### src/rtl/unit_deploy_scheduler_if.sv
// Purchase request/response bundle between the button front end and the
// deploy scheduler. The requester is the master; the scheduler is the slave.
interface unit_deploy_scheduler_if;
  logic       buy_req;
  logic [1:0] buy_type;
  logic       buy_ack;
  logic       buy_nack;
  logic [1:0] nack_code;

  modport master (output buy_req, buy_type, input buy_ack, buy_nack, nack_code);
  modport slave  (input buy_req, buy_type, output buy_ack, buy_nack, nack_code);
endinterface

### src/rtl/unit_deploy_scheduler.sv
// Deploy scheduler for a bank of unit slots: splits each game tick into a
// damage strobe and a move strobe, owns the gold balance and cooldown, and
// validates/issues purchases to the lowest free slot.
// Optional macro DEPLOY_REFUND_EN: a reservation whose slot is still empty
// four cycles after issue is dropped, its cost refunded and cooldown cleared.
//
// state    | meaning
// ---------+------------------------------------------------------------
// S_IDLE   | waiting; dispatches a tick (first) or a buy request
// S_DAMAGE | damage_scen strobe to every slot
// S_MOVE   | move_scen strobe, income added, cooldown decremented
// S_CHECK  | purchase validated (type, free slot, gold, cooldown)
// S_ISSUE  | purchase pulse to the chosen slot, gold charged
module unit_deploy_scheduler #(
  parameter int NUM_UNITS = 4,
  parameter int GOLD_W    = 10,
  parameter int COST1     = 10,
  parameter int COST2     = 20,
  parameter int COST3     = 40,
  parameter int INCOME    = 1,
  parameter int GOLD_MAX  = 999,
  parameter int COOLDOWN  = 8
) (
  input  logic                   clk,
  input  logic                   reset,
  input  logic                   tick_in,
  unit_deploy_scheduler_if.slave buy,
  input  logic [2*NUM_UNITS-1:0] slot_type,
  output logic [NUM_UNITS-1:0]   purchase_out,
  output logic [2:0]             sel_sw,
  output logic                   damage_scen,
  output logic                   move_scen,
  output logic [GOLD_W-1:0]      gold,
  output logic                   busy,
  output logic                   tick_overrun
);

  localparam int CD_W   = $clog2(COOLDOWN + 1);
  localparam int WIDE_W = GOLD_W + $clog2(NUM_UNITS + 2) + 1;

  typedef enum logic [2:0] {S_IDLE, S_DAMAGE, S_MOVE, S_CHECK, S_ISSUE} state_t;

  function automatic logic [GOLD_W-1:0] cost_of(input logic [1:0] t);
    case (t)
      2'b01:   cost_of = GOLD_W'(COST1);
      2'b10:   cost_of = GOLD_W'(COST2);
      2'b11:   cost_of = GOLD_W'(COST3);
      default: cost_of = '0;
    endcase
  endfunction

  state_t                state_q, state_d;
  logic [GOLD_W-1:0]     gold_q, gold_d;
  logic [CD_W-1:0]       cd_q, cd_d;
  logic [NUM_UNITS-1:0]  reserved_q, reserved_d;
  logic                  tick_pend_q, tick_pend_d;
  logic                  overrun_q, overrun_d;
  logic                  buy_pend_q, buy_pend_d;
  logic [1:0]            pend_type_q, pend_type_d;
  logic [1:0]            cur_type_q, cur_type_d;
  logic [NUM_UNITS-1:0]  target_q, target_d;
  logic                  nack_late_q, nack_late_d;

  logic [NUM_UNITS-1:0]  occupied, free, pick, expire;
  logic [WIDE_W-1:0]     refund_sum;
  logic [WIDE_W-1:0]     gold_w;
  logic [GOLD_W-1:0]     cost;
  logic                  take_tick_pend, take_live_tick, take_buy_pend, take_live_buy;
  logic                  tick_left, buy_left;
  logic                  check_nack, imm_nack;
  logic [1:0]            check_code;

  // Per-slot occupancy and availability from the unit array's type bits.
  always_comb begin
    occupied = '0;
    free     = '0;
    for (int i = 0; i < NUM_UNITS; i++) begin
      occupied[i] = |slot_type[2*i +: 2];
      free[i]     = !occupied[i] && !reserved_q[i];
    end
  end

  // Isolate the lowest set bit: lowest-index free slot as a one-hot.
  assign pick = free & (~free + NUM_UNITS'(1));

`ifdef DEPLOY_REFUND_EN
  logic [2:0] age_q   [NUM_UNITS];
  logic [1:0] rtype_q [NUM_UNITS];

  // A reservation expires on its fourth empty cycle after issue.
  always_comb begin
    expire     = '0;
    refund_sum = '0;
    for (int i = 0; i < NUM_UNITS; i++) begin
      expire[i] = reserved_q[i] && !occupied[i] && (age_q[i] == 3'd3);
      if (expire[i]) refund_sum = refund_sum + WIDE_W'(cost_of(rtype_q[i]));
    end
  end

  // Age and issued type of each reservation.
  always_ff @(posedge clk or negedge reset) begin
    if (!reset) begin
      for (int i = 0; i < NUM_UNITS; i++) begin
        age_q[i]   <= 3'd0;
        rtype_q[i] <= 2'b00;
      end
    end else begin
      for (int i = 0; i < NUM_UNITS; i++) begin
        if (state_q == S_ISSUE && target_q[i]) begin
          age_q[i]   <= 3'd0;
          rtype_q[i] <= cur_type_q;
        end else if (reserved_q[i] && !occupied[i]) begin
          age_q[i] <= age_q[i] + 3'd1;
        end else begin
          age_q[i] <= 3'd0;
        end
      end
    end
  end
`else
  assign expire     = '0;
  assign refund_sum = '0;
`endif

  // Next-state, strobes, purchase validation and datapath updates.
  always_comb begin
    state_d        = state_q;
    cd_d           = cd_q;
    pend_type_d    = pend_type_q;
    cur_type_d     = cur_type_q;
    target_d       = target_q;
    overrun_d      = overrun_q;
    nack_late_d    = 1'b0;
    damage_scen    = 1'b0;
    move_scen      = 1'b0;
    purchase_out   = '0;
    sel_sw         = 3'b000;
    buy.buy_ack    = 1'b0;
    buy.buy_nack   = 1'b0;
    buy.nack_code  = 2'b00;
    take_tick_pend = 1'b0;
    take_live_tick = 1'b0;
    take_buy_pend  = 1'b0;
    take_live_buy  = 1'b0;
    check_nack     = 1'b0;
    check_code     = 2'b00;
    imm_nack       = 1'b0;
    cost           = cost_of(cur_type_q);
    gold_w         = {{(WIDE_W-GOLD_W){1'b0}}, gold_q};

    case (state_q)
      S_IDLE: begin
        if (tick_pend_q || tick_in) begin
          state_d = S_DAMAGE;
          if (tick_pend_q) take_tick_pend = 1'b1;
          else             take_live_tick = 1'b1;
        end else if (buy_pend_q || buy.buy_req) begin
          state_d = S_CHECK;
          if (buy_pend_q) take_buy_pend = 1'b1;
          else            take_live_buy = 1'b1;
        end
      end
      S_DAMAGE: begin
        damage_scen = 1'b1;
        state_d     = S_MOVE;
      end
      S_MOVE: begin
        // Leaving the move phase dispatches straight from the pending
        // flags so a waiting buy is checked on the very next cycle.
        move_scen = 1'b1;
        if (tick_pend_q) begin
          state_d        = S_DAMAGE;
          take_tick_pend = 1'b1;
        end else if (buy_pend_q) begin
          state_d       = S_CHECK;
          take_buy_pend = 1'b1;
        end else begin
          state_d = S_IDLE;
        end
      end
      S_CHECK: begin
        if (cur_type_q == 2'b00) begin
          check_nack = 1'b1;
          check_code = 2'b00;
        end else if (!(|free)) begin
          check_nack = 1'b1;
          check_code = 2'b01;
        end else if (gold_q < cost) begin
          check_nack = 1'b1;
          check_code = 2'b10;
        end else if (cd_q != '0) begin
          check_nack = 1'b1;
          check_code = 2'b11;
        end
        if (check_nack) begin
          state_d = S_IDLE;
        end else begin
          state_d  = S_ISSUE;
          target_d = pick;
        end
      end
      S_ISSUE: begin
        purchase_out = target_q;
        buy.buy_ack  = 1'b1;
        case (cur_type_q)
          2'b01:   sel_sw = 3'b100;
          2'b10:   sel_sw = 3'b010;
          2'b11:   sel_sw = 3'b001;
          default: sel_sw = 3'b000;
        endcase
        state_d = S_IDLE;
      end
      default: state_d = S_IDLE;
    endcase

    if (take_buy_pend) cur_type_d = pend_type_q;
    if (take_live_buy) cur_type_d = buy.buy_type;

    // A tick that cannot be taken or parked overflows the single pending slot.
    tick_left   = tick_pend_q && !take_tick_pend;
    tick_pend_d = tick_left;
    if (tick_in && !take_live_tick) begin
      if (tick_left) overrun_d   = 1'b1;
      else           tick_pend_d = 1'b1;
    end

    buy_left   = buy_pend_q && !take_buy_pend;
    buy_pend_d = buy_left;
    if (buy.buy_req && !take_live_buy) begin
      if (buy_left) begin
        imm_nack = 1'b1;
      end else begin
        buy_pend_d  = 1'b1;
        pend_type_d = buy.buy_type;
      end
    end

    // A busy-reject colliding with a check-reject is reported one cycle late.
    if (check_nack) begin
      buy.buy_nack  = 1'b1;
      buy.nack_code = check_code;
      nack_late_d   = imm_nack;
    end else if (imm_nack || nack_late_q) begin
      buy.buy_nack  = 1'b1;
      buy.nack_code = 2'b01;
    end

    if (state_q == S_MOVE) gold_w = gold_w + WIDE_W'(INCOME);
    gold_w = gold_w + refund_sum;
    if (gold_w > WIDE_W'(GOLD_MAX)) gold_w = WIDE_W'(GOLD_MAX);
    gold_d = gold_w[GOLD_W-1:0];
    if (state_q == S_ISSUE) gold_d = gold_d - cost;

    if (state_q == S_MOVE && cd_q != '0) cd_d = cd_q - CD_W'(1);
    if (|expire) cd_d = '0;
    if (state_q == S_ISSUE) cd_d = CD_W'(COOLDOWN);

    reserved_d = reserved_q & ~occupied & ~expire;
    if (state_q == S_ISSUE) reserved_d = reserved_d | target_q;
  end

  // State and datapath registers.
  always_ff @(posedge clk or negedge reset) begin
    if (!reset) begin
      state_q     <= S_IDLE;
      gold_q      <= GOLD_W'(GOLD_MAX);
      cd_q        <= '0;
      reserved_q  <= '0;
      tick_pend_q <= 1'b0;
      overrun_q   <= 1'b0;
      buy_pend_q  <= 1'b0;
      pend_type_q <= 2'b00;
      cur_type_q  <= 2'b00;
      target_q    <= '0;
      nack_late_q <= 1'b0;
    end else begin
      state_q     <= state_d;
      gold_q      <= gold_d;
      cd_q        <= cd_d;
      reserved_q  <= reserved_d;
      tick_pend_q <= tick_pend_d;
      overrun_q   <= overrun_d;
      buy_pend_q  <= buy_pend_d;
      pend_type_q <= pend_type_d;
      cur_type_q  <= cur_type_d;
      target_q    <= target_d;
      nack_late_q <= nack_late_d;
    end
  end

  assign busy         = (state_q != S_IDLE);
  assign gold         = gold_q;
  assign tick_overrun = overrun_q;

endmodule

### src/flat_wrapper.sv
// flat-port wrapper written by rule: the top's interface ports become plain ports
module unit_deploy_scheduler_flat 
#(
  parameter int NUM_UNITS = 4,
  parameter int GOLD_W    = 10,
  parameter int COST1     = 10,
  parameter int COST2     = 20,
  parameter int COST3     = 40,
  parameter int INCOME    = 1,
  parameter int GOLD_MAX  = 999,
  parameter int COOLDOWN  = 8
)
  (clk, reset, tick_in, slot_type, purchase_out, sel_sw, damage_scen, move_scen, gold, busy, tick_overrun, buy_buy_req, buy_buy_type, buy_buy_ack, buy_buy_nack, buy_nack_code);
  unit_deploy_scheduler_if buy_i ();
  input  logic clk;
  input  logic reset;
  input  logic tick_in;
  input  logic [2*NUM_UNITS-1:0] slot_type;
  output logic [NUM_UNITS-1:0] purchase_out;
  output logic [2:0] sel_sw;
  output logic damage_scen;
  output logic move_scen;
  output logic [GOLD_W-1:0] gold;
  output logic busy;
  output logic tick_overrun;
  input wire logic [$bits(buy_i.buy_req)-1:0] buy_buy_req;
  input wire logic [$bits(buy_i.buy_type)-1:0] buy_buy_type;
  output wire logic [$bits(buy_i.buy_ack)-1:0] buy_buy_ack;
  output wire logic [$bits(buy_i.buy_nack)-1:0] buy_buy_nack;
  output wire logic [$bits(buy_i.nack_code)-1:0] buy_nack_code;
  assign buy_i.buy_req = buy_buy_req;
  assign buy_i.buy_type = buy_buy_type;
  assign buy_buy_ack = buy_i.buy_ack;
  assign buy_buy_nack = buy_i.buy_nack;
  assign buy_nack_code = buy_i.nack_code;
  unit_deploy_scheduler #(.NUM_UNITS(NUM_UNITS), .GOLD_W(GOLD_W), .COST1(COST1), .COST2(COST2), .COST3(COST3), .INCOME(INCOME), .GOLD_MAX(GOLD_MAX), .COOLDOWN(COOLDOWN)) u_core (.clk(clk), .reset(reset), .tick_in(tick_in), .buy(buy_i), .slot_type(slot_type), .purchase_out(purchase_out), .sel_sw(sel_sw), .damage_scen(damage_scen), .move_scen(move_scen), .gold(gold), .busy(busy), .tick_overrun(tick_overrun));
endmodule
### config.mk
export PLATFORM = sky130hd
export DESIGN_NAME = unit_deploy_scheduler_flat
export DESIGN_NICKNAME = d
export VERILOG_FILES = /design/src/rtl/unit_deploy_scheduler_if.sv /design/src/rtl/unit_deploy_scheduler.sv /design/src/flat_wrapper.sv
export SDC_FILE = /design/constraint.sdc
export NUM_CORES = 1
export LEC_CHECK = 0
export CAP_MARGIN = 20
export CORE_MARGIN = 3
export CORE_UTILIZATION = 58
export DETAILED_ROUTE_END_ITERATION = 12
export GPL_ROUTABILITY_DRIVEN = 0
export MAX_ROUTING_LAYER = met4
export PLACE_DENSITY = 0.86
export SETUP_SLACK_MARGIN = 0.02
export SYNTH_ARGS = -nofsm -noshare
export SYNTH_HDL_FRONTEND = slang
export SYNTH_SLANG_ARGS = --single-unit
### constraint.sdc
create_clock -name clk -period 10.64 [get_ports clk]
set_clock_uncertainty 0.2 [all_clocks]
set_input_delay 2.66 -clock clk [delete_from_list [all_inputs] [get_ports clk]]
set_output_delay 2.66 -clock clk [all_outputs]
set_load 0.01 [all_outputs]
==> After elaboration in Yosys (flattened, before gate mapping) <==
Cells that the tools add are included.
{ "classes": {"add_sub_neg": 4, "mul": 0, "div_mod_pow": 0, "n_lt_le_gt_ge": 2, "eq_ne": 8, "n_shift": 0, "n_mux": 56, "bitwise_logic": 7, "n_reduce_logical": 38} }
{ "ops": {"columns": ["operator", "count"], "rows": [
  ["$mux 1", 30],
  ["$mux 10", 2],
  ["$mux 2", 9],
  ["$pmux 6 s3", 1],
  ["$mux 4", 4],
  ["$mux 3", 5],
  ["$logic_not 1->1", 12],
  ["$pmux 3 s4", 1],
  ["$add 10x1->11 const B", 1],
  ["$gt 11x10->1 const B", 1],
  ["$mux 11", 1],
  ["$lt 10x6->1", 1],
  ["$sub 10x6->10", 1],
  ["$logic_and 1x1->1", 9],
  ["$pmux 3 s3", 1],
  ["$and 4x4->4", 2],
  ["$not 4->4", 2],
  ["$reduce_or 2->1", 4],
  ["$eq 3x2->1 const B", 2],
  ["$reduce_and 2->1", 3],
  ["$add 4x1->4 const B", 1],
  ["$eq 2x2->1 const B", 2],
  ["$or 4x4->4", 1],
  ["$pmux 1 s2", 2],
  ["13 further kinds", 17]
]} }
{ "word_totals": {"register_bits": 33, "latchBits": 0, "ram_bits": 0, "romBits": 0, "elab_cells": 126, "mem_count": 0} }

==> Logic depth before layout (Yosys ltp) <==
Gate-level depths: netlist of the first run.
{ "depth": {"depth_word": 11, "ltp_mapped": 15, "depth_no_buf": 14} }

==> Worst setup path before layout of the first run <==
No wires, ideal clock.
{ "synth_path": {"path_type": "input port to output port", "from": "input port slot_type[1]", "to": "output port buy_nack_code[1]", "t_arrival_ps": 3690, "path_slack_ps": 4090, "path_stages": 6, "n_path_buf": 0, "path_cell_list": "nor3_1 nor2_1 and3b_1 nor2_1 nand2_1 a21oi_1"} }
{ "synth_between": {"elab_chain_len": 9, "word_cells_on_any_way": 12, "cone_classes": "mux: 8; reduce/logical: 4"} }
{ "synth_rtl": {"columns": ["item", "line", "rtl"], "rows": [
  ["from (decl)", "flat_wrapper.sv:18", "input logic [2*NUM_UNITS-1:0] slot_type;"],
  ["$reduce_or 2->1 *", "unit_deploy_scheduler.sv:78", "occupied[i] = |slot_type[2*i +: 2];"],
  ["$logic_not 1->1 *", "unit_deploy_scheduler.sv:79", "free[i] = !occupied[i] && !reserved_q[i];"],
  ["$logic_and 1x1->1 *", "unit_deploy_scheduler.sv:79", null],
  ["$reduce_or 4->1 *", "unit_deploy_scheduler.sv:185", "end else if (!(|free)) begin"],
  ["$mux 1", "unit_deploy_scheduler.sv:185", null],
  ["$mux 1", "unit_deploy_scheduler.sv:182", "if (cur_type_q == 2'b00) begin"],
  ["$mux 1 (2 in a row)", "unit_deploy_scheduler.sv:151", "case (state_q)"],
  ["$mux 2 *", "unit_deploy_scheduler.sv:239", "if (check_nack) begin"],
  ["to (decl)", "flat_wrapper.sv:30", "output wire logic [$bits(buy_i.nack_code)-1:0] buy_nack_code;"]
]} }
Every way passes the cells marked *; elsewhere a longest branch is shown, timed or not. The select of a mux whose other input is x is not followed.

==> Worst setup path after layout of the first run <==
Same ends and word-level chain as after synthesis.

==> results.ini, run 1 <==
[logic_synthesis]
ys_seq_area_share_pct=35.10
ys_ff_latch=33
synth_largest_area_cell=dfrtp_1
synth_area_leaders=dfrtp_1, dfstp_2, ha_1, nor2_1, xnor2_1
synth-main-ff-cell=dfrtp_1
synth_nets=284
synth_warnings=0
postSynthCellCount=259
synthArstFlopShare_pct=100.0
syn_avg_cell_area_um2=9.193
synthesis.area_mm2=0.002381
yosysTopAreaCellShare_pct=26.27
synth_cell_type_count=61
synth_edf_count=0

[worst_setup_path]
critPathMaxFanout=4
critical-path-slowest-cell=clkdlybuf4s50_1
critPathCaptureType=output pin
cp_cell_sequence=clkdlybuf4s50_1, nor3_1, nor2_1, and3b_1, nor2_1, nand2_1, a21oi_1, clkdlybuf4s50_1
critical_path_buf_inv_count=2
crit_required_ns=7.78
path_class=in2out
arrival_ns=4.81
crit_path_start_kind=input port
worst_path_largest_cell_delay_ns=0.55
cp_top_family=simple AND/OR/NAND/NOR gates

[clock_network]
cts_tree=done
cts_buffers=5
cts_buffer_depth=2
path_clk_slew_ns=0.08
post-cts-setup-buffers=0
cts-root-buf=clkbuf_8
cts_resized=0
clkLatencyLatePin_ns=0.29
hold_buffers=0
cts.htree.levels=2
cts.sinks=33

[routing]
drt_iter0_markers=173
drtPass1Iterations=4
viasPerCell=6.194
ant_nets=0
topRoutingLayerUsed=met4
wl_met2_um=2715
met1Wirelength_um=2594
totalWireLength_um=5630
drc_errors=0
vias=2143
wire_per_inst_um=16.27
wl_met3_um=230

[sta]
finalSetupTns_ns=0
fin_hold_ws_ns=0.2749
worst_pin_slew_ns=0.6371
max_freq_mhz=130.3
grt_setup_unrepaired=no
post-route-period-util_pct=72.12
min_period_ns=7.674
relSlewSlack_pct=57.21
maxSlewViolCount=0
setup_viol=0
hold_viol=0
worst_slack_ns=2.966

[placement]
place_ws_ns=3.011
dp_cells=338
port-buffer-count=38
detailed_place.area_mm2=0.002784
hpwl_um=4198

[global_routing]
gr-usage-all-layers_pct=24.42
grt_first_pass_wirelength_um=9390
grt_pass1_vias=2037
grt_max_degree=34
overflow=0
antenna_found_initial=0

[power_and_ir_drop]
powerDensity_mw_per_mm2=278.7
max-vdd-ir-drop_mv=0.1850
p_leak_nw=1.276

[cells_and_area]
stdcell_area_mm2=0.002878
drive_above_1_share_pct=12.75
n_antenna_cell=0
layout.cells.non_filler=346
final_common_cell=clkdlybuf4s50_1
syn_to_final_growth_pct=20.86
final_nets=322
final_cell_mix=clkdlybuf4s50_1, nor2_1, dfrtp_1
fillers=283

[floorplan]
die-area_mm2=0.004910
pin_count=39
start_util_pct=62.68
row_count=22
die_width_um=70.07
die_y_um=70.07
core_mm2=0.003799

[min_path]
hold_path_class=reg2reg

[outcome]
outcome=completed

[run]
max_cap_violations=0

==> sequential cells by signal (all words and copies together) (netlist names) <==
register,cells
u_core.gold,10
u_core.cd_q,4
u_core.reserved_q,4
u_core.target_q,4
u_core.state_q,3
u_core.cur_type_q,2
u_core.pend_type_q,2
u_core.buy_pend_q,1
u_core.nack_late_q,1
u_core.tick_overrun,1
u_core.tick_pend_q,1
==> synth_stat cells (4+ instances only) <==
cell	instances
a21o_1	9
a21oi_1	13
and2_1	7
clkbuf_1	6
dfrtp_1	25
dfstp_2	8
ha_1	10
inv_1	15
mux2_2	6
mux2i_1	5
nand2_1	18
nand3_1	8
nor2_1	30
nor3_1	10
o211ai_1	4
o21ai_0	8
xnor2_1	12
==> logic make-up after synthesis <==
family                   share of synthesized area [%]
AND/OR/NAND/NOR                                  26.38
multiplexers                                     4.939
buffers and inverters                            4.256
XOR/XNOR                                         5.150
flip-flops                                       35.10
AO/OA/AOI/OAI                                    18.08
adder cells (fa/ha/maj)                          6.096
==> per-stage QoR <==
stage	total power [mW]	utilization, %
CTS	0.7988	75.76
global route	0.8630	75.76
global placement	0.6743	73.29
floorplan	0.5498	-
detailed placement	0.6958	73.29
finish	0.8020	75.76
==> routing by layer <==
metal / global-route usage (%) / up-vias
li1: - / 1021
met4: 8.723 / 0
met1: 31.22 / 1053
met5: - / -
met3: 5.612 / 10
met2: 37.99 / 59
==> path summary, 6_finish.rpt <==
path | startpoint | endpoint | slack (ns) | depth (start not counted)
setup / recovery | slot_type[1] | buy_nack_code[1] | 2.97 | 8
hold / removal | u_core.reserved_q[2]$_DFF_PN0_ | u_core.reserved_q[2]$_DFF_PN0_ | 0.27 | 1
setup reg to reg | u_core.state_q[2]$_DFFE_PN0P_ | u_core.gold[8]$_DFF_PN1_ | 6.49 | 13
hold reg to reg | u_core.reserved_q[2]$_DFF_PN0_ | u_core.reserved_q[2]$_DFF_PN0_ | 0.27 | 1
max in group asynchronous | reset | u_core.gold[6]$_DFF_PN1_ | 7.32 | 2
min in group asynchronous | reset | u_core.pend_type_q[0]$_DFFE_PN0P_ | 2.57 | 2
==> area by class of cell <==
class / instances / area (um2) / share of cell area, %
multi-input combinational: 203 / 1444 / 50.17
inverter: 15 / 56.30 / 1.957
clock buffer: 7 / 86.33 / 3.000
tap: 48 / 60.06 / 2.087
sequential: 33 / 835.8 / 29.04
timing repair buffer: 39 / 387.9 / 13.48
clock inverter: 1 / 7.507 / 0.2609
==> power by group <==
| group | switching [mW] | total (mW) | internal (mW) |
|---|---|---|---|
| sequential | 0.0698 | 0.251 | 0.181 |
| clock | 0.0490 | 0.102 | 0.0526 |
| combinational | 0.236 | 0.450 | 0.214 |
No activity file was read; power rests on OpenSTA's default activity.
==> inputs of run 2 (changes only) <==
CORE_UTILIZATION = 54   (was 58)
PLACE_DENSITY = 0.81   (was 0.86)
clock period = 7.6 ns   (was 10.64 ns; I/O delays follow)
==> run 2 against run 1 <==
Compared with the run above:
- core utilization is 5.4 points lower
- sequential power is 40% higher
- final cell count is 0.58% higher
- design area is 0.57% higher
- global-route usage is 1.4 points lower
- combinational power is 36% higher
- sequential cell count stayed put
- setup slack worse by 1.5 ns
- hold slack worse by 0.0070 ns
- clock power is 65% higher
- critical endpoint unchanged
- largest cell class unchanged
==> results.ini, run 2 (synthesis gave the netlist of run 1 again) <==
[sta]
grt_setup_unrepaired=no
finalSetupTns_ns=0
hold_viol=0
worst_slack_ns=1.504
relSlewSlack_pct=56.53
maxSlewViolCount=0
post-route-period-util_pct=80.22
worst_pin_slew_ns=0.6472
max_freq_mhz=164.0
min_period_ns=6.096
fin_hold_ws_ns=0.2680
setup_viol=0

[cells_and_area]
n_antenna_cell=0
largest_reg_flops=10
syn_to_final_growth_pct=21.55
drive_above_1_share_pct=12.75
layout.cells.non_filler=348
final_cell_mix=clkdlybuf4s50_1, nor2_1, dfrtp_1
final_common_cell=clkdlybuf4s50_1
final_nets=322

[routing]
drt_iter0_markers=171
drc_errors=0
vias=2088
wire_per_inst_um=15.66
drtPass1Iterations=4
totalWireLength_um=5450
ant_nets=0
viasPerCell=6.000

[power_and_ir_drop]
powerDensity_mw_per_mm2=391.1
p_switching_mw=0.4833
pwr-share-seq_pct=31.1
p_leak_nw=1.287
pwr-share-comb_pct=54.1
report.power.total_mw=1.132
max-vdd-ir-drop_mv=0.2314
sw_frac_of_total_pct=42.70
pwr-share-clk_pct=14.8
p_int_mw=0.6485

[global_routing]
antenna_found_initial=0
grt_pass1_vias=1962
gr-usage-all-layers_pct=23.03
grt_first_pass_wirelength_um=9204
grt_max_degree=34
overflow=0

[floorplan]
start_util_pct=57.86
pin_count=39
die-area_mm2=0.005242
die_y_um=72.40
die_width_um=72.40
core_mm2=0.004115
row_count=23

[min_path]
min_from=u_core.tick_overrun$_DFFE_PN0P_
hold_depth=1
hold-path-endpoint=u_core.tick_overrun$_DFFE_PN0P_
hold_path_class=reg2reg

[clock_network]
hold_buffers=0
cts_buffers=5
cts.htree.levels=2
path_clk_slew_ns=0.07
post-cts-setup-buffers=0
clkLatencyLatePin_ns=0.29
cts_resized=0
cts_buffer_depth=2
cts_tree=done
cts.sinks=33
cts-root-buf=clkbuf_8

[worst_setup_path]
rrSetupSlack_ns=3.59
critPathMaxFanout=4
critPathCaptureType=output pin
arrival_ns=4.00
reg2reg_from=u_core.gold[2]$_DFF_PN1_
r2r_cells=13
crit_required_ns=5.50
crit_path_start_kind=input port
path_class=in2out
r2r-end=u_core.gold[8]$_DFF_PN1_

[placement]
place_ws_ns=1.507
port-buffer-count=38
dp_cells=340
hpwl_um=3967

[run]
max_cap_violations=0

[outcome]
outcome=completed

-- run 2: metal layers --
layer	global-route usage, %	up-vias	part of all wire [%]
met5	-	-	0
met4	7.582	0	1.3
met3	4.571	9	3.9
met2	34.28	46	47
met1	31.56	1009	48
li1	-	1024	-
-- run 2: critical path: stages --
cell,delay [ns]
clkdlybuf4s50_1,0.42
nor3_1,0.39
nor2_1,0.11
and3b_1,0.23
nor2_1,0.18
nand2_1,0.07
a21oi_1,0.14
clkdlybuf4s50_1,0.56
-- run 2: worst max-delay path by stage --
stage	start	slack, ns	to	depth (start not counted)
floorplan	slot_type[1]	2.57	buy_nack_code[1]	6
global placement	slot_type[1]	1.54	buy_nack_code[1]	8
detailed placement	slot_type[1]	1.51	buy_nack_code[1]	8
CTS	slot_type[1]	1.50	buy_nack_code[1]	8
global route	slot_type[1]	1.34	buy_nack_code[1]	8
finish	slot_type[1]	1.50	buy_nack_code[1]	8
-- run 2: power groups by stage --
stage          combinational [mW]  sequential [mW]  clock (mW)
6_report                    0.612            0.352       0.168
5_1_grt                     0.682            0.364       0.178
4_1_cts                     0.612            0.349       0.167
3_5_place_dp                0.609            0.351           0
3_3_place_gp                0.598            0.347           0
2_1_floorplan               0.449            0.321           0
-- run 2: stage by stage --
| step | utilization [%] | instance area (um2) |
|---|---|---|
| floorplan | - | 2381 |
| global placement | 67.71 | 2786 |
| detailed placement | 67.71 | 2786 |
| CTS | 70.33 | 2894 |
| global route | 70.33 | 2894 |
| finish | 70.33 | 2894 |
-- run 2: layout make-up --
type,count,area [um2]
Clock buffer,6,72.57
Clock inverter,2,35.03
Tap cell,50,62.56
Fill cell,329,1221
Multi-Input combinational cell,203,1444
Inverter,15,56.30
Timing Repair Buffer,39,387.9
Sequential cell,33,835.8
